`src/rtl/traffic_pe.sv`:
```
`default_nettype none
// ============================================================================
// Module   : traffic_pe
// Brief    : NoC traffic generator/checker PE: paced injection with valid/ready,
//            per-source ordering check and end-to-end latency statistics.
// Revision : 1.0 - initial release
// ============================================================================
module traffic_pe #(
  parameter int          xcord        = 0,
  parameter int          ycord        = 0,
  parameter int          X            = 4,
  parameter int          Y            = 4,
  parameter int          dest_x       = 2,
  parameter int          dest_y       = 2,
  parameter int          source_x     = 8,
  parameter int          source_y     = 8,
  parameter int          data_width   = 240,
  parameter int          total_width  = dest_x + dest_y + source_x + source_y + data_width,
  parameter int          num_of_pckts = 3,
  parameter logic [15:0] lfsr_seed    = 16'hACE1 ^ 16'(ycord * X + xcord)
) (
  input  logic                   clk,
  input  logic                   rstn,
  input  logic                   start,
  input  logic                   enable_send,
  input  logic [2:0]             mode,
  input  logic [7:0]             i_rate,
  output logic [total_width-1:0] o_data,
  output logic                   o_valid,
  input  logic                   i_ready,
  input  logic [total_width-1:0] i_data,
  input  logic                   i_valid,
  output logic                   done,
  output logic [31:0]            sent_count,
  output logic [31:0]            received_count,
  output logic [31:0]            stall_count,
  output logic [47:0]            latency_sum,
  output logic [31:0]            max_latency,
  output logic                   seq_error
);

  localparam int c_nodes  = X * Y;
  localparam int c_iw     = (c_nodes > 1) ? $clog2(c_nodes) : 1;
  localparam int c_sx_off = dest_x + dest_y;
  localparam int c_sy_off = c_sx_off + source_x;
  localparam int c_pl_off = c_sy_off + source_y;

  localparam logic [dest_x-1:0] c_self_x  = dest_x'(xcord % X);
  localparam logic [dest_y-1:0] c_self_y  = dest_y'(ycord % Y);
  localparam logic [dest_x-1:0] c_right_x = dest_x'((xcord + 1) % X);
  localparam logic [dest_y-1:0] c_top_y   = dest_y'((ycord + 1) % Y);
  localparam logic [dest_x-1:0] c_tr_x    = dest_x'(ycord % X);
  localparam logic [dest_y-1:0] c_tr_y    = dest_y'(xcord % Y);

  typedef enum logic [1:0] {S_IDLE = 2'd0, S_RUN = 2'd1, S_DONE = 2'd2} state_t;

  state_t                 r_state;
  logic [7:0]             r_tick;
  logic [31:0]            r_cycle;
  logic [31:0]            r_loaded;
  logic [15:0]            r_lfsr;
  logic [15:0]            r_tx_seq [c_nodes];
  logic [15:0]            r_rx_exp [c_nodes];
  logic [c_iw-1:0]        r_cur_idx;
  logic [total_width-1:0] r_data;
  logic                   r_valid;
  logic                   r_done;
  logic [31:0]            r_sent;
  logic [31:0]            r_received;
  logic [31:0]            r_stall;
  logic [47:0]            r_lat_sum;
  logic [31:0]            r_max_lat;
  logic                   r_seq_err;

  logic [7:0]             w_rate;
  logic                   w_tick;
  logic                   w_hs;
  logic                   w_full;
  logic                   w_load;
  logic [dest_x-1:0]      w_dx;
  logic [dest_y-1:0]      w_dy;
  logic [c_iw-1:0]        w_dest_idx;
  logic [15:0]            w_seq;
  logic [15:0]            w_lfsr_next;
  logic [data_width-1:0]  w_payload;
  logic [total_width-1:0] w_flit;
  logic [source_x-1:0]    w_rx_sx;
  logic [source_y-1:0]    w_rx_sy;
  logic [31:0]            w_rx_ts;
  logic [15:0]            w_rx_seq;
  logic [31:0]            w_rx_src;
  logic                   w_rx_ok;
  logic [c_iw-1:0]        w_rx_idx;
  logic [31:0]            w_lat;
  logic                   w_unused;

  assign w_rate = (i_rate == 8'd0) ? 8'd1 : i_rate;
  assign w_tick = (r_state == S_RUN) && (r_tick == 8'd0);
  assign w_hs   = r_valid && i_ready;
  assign w_full = r_valid && !i_ready;
  assign w_load = w_tick && enable_send && !w_full && (r_loaded < 32'(num_of_pckts));

  always_comb begin
    w_dx = c_self_x;
    w_dy = c_self_y;
    case (mode)
      3'd1: w_dx = c_right_x;
      3'd2: w_dy = c_top_y;
      3'd3: begin
        if (r_lfsr[0]) w_dy = c_top_y;
        else           w_dx = c_right_x;
      end
      3'd4: begin
        w_dx = dest_x'(32'(r_lfsr[7:0]) % 32'(X));
        w_dy = dest_y'(32'(r_lfsr[15:8]) % 32'(Y));
      end
      3'd5: begin
        w_dx = c_tr_x;
        w_dy = c_tr_y;
      end
      default: ;
    endcase
  end

  assign w_dest_idx = c_iw'(32'(w_dy) * 32'(X) + 32'(w_dx));
  // A handshake on the same destination in the load cycle has not yet been
  // folded into tx_seq, so the new packet takes the post-increment value.
  assign w_seq = r_tx_seq[w_dest_idx] +
                 ((w_hs && (r_cur_idx == w_dest_idx)) ? 16'd1 : 16'd0);
  assign w_lfsr_next = r_lfsr[0] ? ((r_lfsr >> 1) ^ 16'hB400) : (r_lfsr >> 1);

  always_comb begin
    w_payload        = '0;
    w_payload[47:0]  = {w_seq, r_cycle};
  end

  assign w_flit = {w_payload, source_y'(ycord), source_x'(xcord), w_dy, w_dx};

  assign w_rx_sx  = i_data[c_sx_off +: source_x];
  assign w_rx_sy  = i_data[c_sy_off +: source_y];
  assign w_rx_ts  = i_data[c_pl_off +: 32];
  assign w_rx_seq = i_data[c_pl_off + 32 +: 16];
  assign w_rx_src = 32'(w_rx_sy) * 32'(X) + 32'(w_rx_sx);
  assign w_rx_ok  = w_rx_src < 32'(c_nodes);
  assign w_rx_idx = c_iw'(w_rx_src);
  assign w_lat    = r_cycle - w_rx_ts;
  assign w_unused = ^{i_data[c_sx_off-1:0], i_data[total_width-1:c_pl_off+47]};

  always_ff @(posedge clk or negedge rstn) begin
    if (!rstn) begin
      r_state    <= S_IDLE;
      r_tick     <= 8'd0;
      r_cycle    <= 32'd0;
      r_loaded   <= 32'd0;
      r_lfsr     <= lfsr_seed;
      r_cur_idx  <= '0;
      r_data     <= '0;
      r_valid    <= 1'b0;
      r_done     <= 1'b0;
      r_sent     <= 32'd0;
      r_received <= 32'd0;
      r_stall    <= 32'd0;
      r_lat_sum  <= 48'd0;
      r_max_lat  <= 32'd0;
      r_seq_err  <= 1'b0;
      for (int i = 0; i < c_nodes; i++) begin
        r_tx_seq[i] <= 16'd0;
        r_rx_exp[i] <= 16'd0;
      end
    end else begin
      r_cycle <= r_cycle + 32'd1;

      if (i_valid) begin
        r_received <= r_received + 32'd1;
        r_lat_sum  <= r_lat_sum + 48'(w_lat);
        if (w_lat > r_max_lat) r_max_lat <= w_lat;
        if (w_rx_ok) begin
          if (w_rx_seq != r_rx_exp[w_rx_idx]) r_seq_err <= 1'b1;
          r_rx_exp[w_rx_idx] <= w_rx_seq + 16'd1;
        end
      end

      if (w_tick && w_full) r_stall <= r_stall + 32'd1;

      if (w_hs) begin
        r_sent              <= r_sent + 32'd1;
        r_tx_seq[r_cur_idx] <= r_tx_seq[r_cur_idx] + 16'd1;
      end

      case (r_state)
        S_IDLE: begin
          if (start) begin
            r_state <= S_RUN;
            r_tick  <= 8'd0;
          end
        end
        S_RUN: begin
          r_tick <= (r_tick >= w_rate - 8'd1) ? 8'd0 : r_tick + 8'd1;
          if (w_hs && (r_sent == 32'(num_of_pckts) - 32'd1)) begin
            r_state <= S_DONE;
            r_done  <= 1'b1;
          end
        end
        default: ;
      endcase

      if (w_load) begin
        r_valid   <= 1'b1;
        r_data    <= w_flit;
        r_cur_idx <= w_dest_idx;
        r_lfsr    <= w_lfsr_next;
        r_loaded  <= r_loaded + 32'd1;
      end else if (w_hs) begin
        r_valid <= 1'b0;
      end
    end
  end

  assign o_data         = r_data;
  assign o_valid        = r_valid;
  assign done           = r_done;
  assign sent_count     = r_sent;
  assign received_count = r_received;
  assign stall_count    = r_stall;
  assign latency_sum    = r_lat_sum;
  assign max_latency    = r_max_lat;
  assign seq_error      = r_seq_err;

endmodule
`default_nettype wire

```
`config.mk`:
```
export PLATFORM = sky130hd
export DESIGN_NAME = traffic_pe
export DESIGN_NICKNAME = d
export VERILOG_FILES = /design/src/rtl/traffic_pe.sv
export SDC_FILE = /design/constraint.sdc
export NUM_CORES = 2
export LEC_CHECK = 0
export ABC_AREA = 1
export CELL_PAD_IN_SITES_DETAIL_PLACEMENT = 1
export CELL_PAD_IN_SITES_GLOBAL_PLACEMENT = 1
export CORE_ASPECT_RATIO = 1.75
export CORE_MARGIN = 10
export CORE_UTILIZATION = 37
export DETAILED_ROUTE_END_ITERATION = 16
export PLACE_DENSITY = 0.89
export SYNTH_ARGS = -nofsm -noshare
export SYNTH_HDL_FRONTEND = slang
export SYNTH_SLANG_ARGS = --single-unit
```
`constraint.sdc`:
```
create_clock -name clk -period 3.7 [get_ports clk]
set_input_delay 0.74 -clock clk [delete_from_list [all_inputs] [get_ports clk]]
set_output_delay 0.74 -clock clk [all_outputs]
set_load 0.005 [all_outputs]
```
Word level (Yosys, flattened, before mapping):

Cells that the tools add are included.

* flip-flop bits (word level): 837
* word-level logic and storage cells: 138
* output and inout bits: 439
* bits of input ports: 277

* bitwise logic cells: 4
* mux-type cells: 30
* equal/unequal tests: 10
* reduce and logical (&&, ||, !) cells: 24
* order comparisons: 9
* add/subtract/negate cells: 14

Operators by type and width (number)
* $bwmux W256: 2
* $bmux W16 S4: 3
* $add A32 B1 Y32 const B: 5
* $mux W16: 9
* $demux W16 S4: 2
* $add A48 B32 Y48: 1
* $add A16 B1 Y16 const B: 2
* $eq A32 B2 Y1 const B: 1
* $gt A32 B32 Y1: 1
* $lt A32 B2 Y1 const B: 1
* $sub A32 B32 Y32: 1
* $mux W8: 3
* $add A16 B1 Y16: 1
* $logic_not A8 Y1: 2
* $ne A16 B16 Y1: 1
* $pmux W8 S2: 1
* $ge A5 B5 Y1 const B: 3
* $not A4 Y5: 3
* $pmux W2 S3: 2
* $add A10 B8 Y11: 1
* $logic_and A1 B1 Y1: 11
* $lt A11 B5 Y1 const B: 1
* $lt A5 B1 Y1 const B: 2
* $add A8 B1 Y8 const B: 1
* other kinds (19): 31

Depth between registers and ports, before layout:

* depth after elaboration: 8
* depth in mapped cells: 29
* gate-level depth less buffers: 27

Worst setup path before layout:

No wires, ideal clock.

* path type: input-to-reg
* from: in i_data[22]
* to: reg r_max_lat[20], in the netlist max_latency[20]
* required time: 3617 ps
* stages: 22
* arrival: 4205 ps
* path buffers: 2
* library setup time: 83 ps
* slack: -587 ps
* path through: inv_1 > ha_1 > a21oi_1 > nand2_1 > a21boi_0 > o21bai_1 > a21boi_0 > o21ai_0 > xor2_1 > ha_1 > nand2_1 > nor2_1 > nand4_1 > nor4_1 > nand2_1 > nand2_1 > nand2_1 > inv_1 > clkbuf_1 > clkbuf_1 > nand2_1 > o21ai_0

* longest elaborated chain between the ends: 3

Ends and longest elaborated chain
* from (decl): RTL line 31 `input logic [total_width-1:0] i_data,`
* $sub A32 B32 Y32: RTL line 146 `assign w_lat = r_cycle - w_rx_ts;`
* via w_lat[29]: RTL line 94 `logic [31:0] w_lat;`
* $gt A32 B32 Y1: RTL line 176 `if (w_lat > r_max_lat) r_max_lat <= w_lat;`
* $reduce_and A2 Y1 (no source line)
* to (signal assigned): RTL line 176
* to (decl): RTL line 72 `logic [31:0] r_max_lat;`

The timed path passes the listed nets, and every way through them passes these cells.
A chain may end at the register's enable or synchronous reset.

Worst setup path in the final report:

* from: in i_data[36]
* to: reg r_max_lat[19], in the netlist max_latency[19]

The elaborated chain is that of the path after synthesis.

==> reports/results.ini <==
[timing]
min_period_ns=6.97
clock-skew-final_ns=0.0661
hold_viol=0
finalMaxSlewViolations=0
worst_slack_ns=-3.27
tightest_slew_ns=1.49
max_clock_freq_mhz=143
rsz0062_at_grt=yes
setup_viol=83
tns_ns=-122.98
slew_headroom_pct=0.284
fin_crit_sh_pct=188

[run_status]
status=finished, violations left
violations=max-capacitance violations, negative setup slack

[routing]
first_pass_iters=6
num_vias=52100
drtIter0Drc=5430
antenna_left=0
wl_per_cell_um=31.8
via_per_inst=6.27
wirelength_mm=264
drc=0

[synth]
synthFlopType=dfrtp_1
synth_most_common_cell=nand2_1
netlist_top_cells_area=dfrtp_1 (45%), nand2_1 (12%), o21ai_0 (6.3%), nand3_1 (5.4%), inv_1 (4.7%)
netlist_instances=5882
async_flop_share_pct=100
synth-seq-cells=833
yosysSeqAreaShare_pct=45.1
netlist_area_um2=46300
ys_types=54
yosysTopAreaCell=dfrtp_1
synthTopCellsByCount=nand2_1 (1490), dfrtp_1 (825), o21ai_0 (582)
syn_area_per_cell_um2=7.87
synth_edf_count=0
ys_warn_count=0
synth_top_area_share_pct=44.6

[floorplan]
fp.dieArea_um2=140000
rows=171
initial_utilization_pct=37.3
coreArea_um2=124000
fp.dieH_um=488
num_io_pins=716
fp.dieW_um=287

[setup_path]
r2r-start=r_cycle[19]
crit_start=i_data[36]
crit_fanout=16
startpoint_type=input pin
crit_arrival_ns=7.52
path_class=input pin to flip-flop
endpoint_kind=flip-flop
critPathRequiredTime_ns=4.25

[global_route]
grt_usage_pct=30.0
gr-total-overflow=0
grt_pass1_wl_mm=323
antenna_found_initial=19
grt_max_degree=134
grt_pass1_vias=53100

[place]
dpl.hpwl_mm=145
io_buffers=311
gp_congestion=1.01
placed_cell_area_um2=54200

[clock_tree]
numClockSinks=833
path_clk_slew_ns=0.10
htreeDepth=3
cts_tree=yes
clk_latency_ns=0.78
clockBufferDepth=3
cts_root_buf=clkbuf_16
cts_inserted_buffers=86

[cells_and_area]
synthToLayoutAreaGrowth_pct=31.5
final_util_pct=49.1
final_nets=6982
fin_area_um2=60900
drive_gt1_share_pct=18.9

[pwr]
leakage_uw=0.0288
ir_drop_v=0.000490
power_uw=32800
p_per_area_nw_per_um2=539

[flow_run]
maxCapViolCount=1

[worst_hold_path]
hold_path.startpoint=r_loaded[10]
worstHoldPathType=flip-flop to flip-flop

## per-stage QoR
stage	setup WS, ns	hold slack (ns)	cells
6_report	-3.27	0.380	8308
5_1_grt	-3.02	0.396	8293
4_1_cts	-0.565	0.359	8244
3_5_place_dp	-1.83	0.369	8051
3_3_place_gp	-1.68	0.365	8051
2_1_floorplan	-0.0640	0.430	6089
## worst paths after layout
| path | endpoint | slack [ns] | depth (start not counted) |
|---|---|---|---|
| worst max-delay path | max_latency[19] | -3.27 | 22 |
| worst min-delay path | r_loaded[10] | 0.38 | 0 |
| worst max register to register | max_latency[19] | -2.96 | 19 |
| worst min register to register | r_loaded[10] | 0.38 | 0 |
| max in group asynchronous | r_rx_exp[244] | 1.88 | 3 |
| min in group asynchronous | r_tx_seq[5] | 0.55 | 2 |
## cells by family (layout without fill, tap and decap cells)
kind of cell	Yosys count	in the layout	synth area share, %
AOI/OAI and AO/OA	1120	1120	13.5
xor gates and xnor gates	242	242	4.61
adders and majority gates	130	130	3.56
buffers and inverters	1105	1658	10.9
DFF	833	833	45.1
other	1	231	0.00810
and+or+nand+nor	2451	2451	22.4
## state kept, by name, summed over array words and instances, names as in the netlist
name,cells
r_tick,8
done,1
r_state,2
o_valid,1
sent_count,32
r_loaded,32
r_cur_idx,3
max_latency,32
o_data,49
r_lfsr,16
stall_count,32
received_count,32
r_cycle,32
r_rx_exp,256
latency_sum,48
seq_error,1
r_tx_seq,256
## placed cells by master, fill, tap and decap left out, types with 74 or more instances in the layout
cell type	count
nand2_1	1371
dfrtp_1	822
inv_1	535
o21ai_0	510
buf_4	496
nand3_1	483
clkdlybuf4s50_1	300
conb_1	208
nor2_1	196
xor2_1	150
a22oi_1	128
o21ai_1	122
o22ai_1	120
clkbuf_16	87
nor3_1	74
## area by class of cell
cell class | count | area [um^2]
clock buffers | 119 | 2500
flip-flops and latches | 833 | 20900
inverters | 592 | 2250
well taps | 1643 | 2060
fillers | 14500 | 63200
clock inverters | 36 | 465
repair buffers | 911 | 8460
multi-input cells | 4151 | 24200
diodes | 23 | 57.6
## critical path, stage by stage
cell             delay (ns)
clkdlybuf4s50_1        0.67
inv_1                  0.12
ha_1                   0.41
nand2_1                0.13
inv_1                  0.14
buf_4                  0.13
nand2_1                0.46
o21ai_4                0.59
nand2_2                0.21
nand2_4                0.15
xor2_4                 0.43
buf_4                  0.22
ha_4                   0.13
nand4_1                0.12
buf_6                  0.16
nor4_4                 0.66
buf_4                  0.25
a21oi_1                0.10
nand2_4                0.18
clkinv_8               0.12
buf_12                 0.20
o21ai_1                1.13
## metal layers
metal | track usage (%) | vias to the layer above | wire length, um
met5 | 0 | - | 511
met4 | 26.9 | 30 | 33600
met3 | 8.35 | 2209 | 32100
met2 | 51.7 | 4426 | 119000
met1 | 28.8 | 25100 | 79200
li1 | - | 20300 | -
## power by group
| group | internal (uW) | switching, uW | leakage [uW] | total, uW |
|---|---|---|---|---|
| registers | 9570 | 1140 | 0.0107 | 10700 |
| logic | 4810 | 7540 | 0.0166 | 12400 |
| clock network | 5320 | 4410 | 0.00146 | 9730 |
| total | 19700 | 13100 | 0.0288 | 32800 |
## what timing repair did
item | in CTS | in global routing
endpoints found under the setup margin | 69 | 73
pin swaps | 49 | 165
gates resized for setup | 258 | 448
buffers inserted | 35 | 63
endpoints found under the hold margin | 6 | 0
hold buffers | 1 | 0
cloned | 4 | 0
No activity file was read; power rests on OpenSTA's default activity.
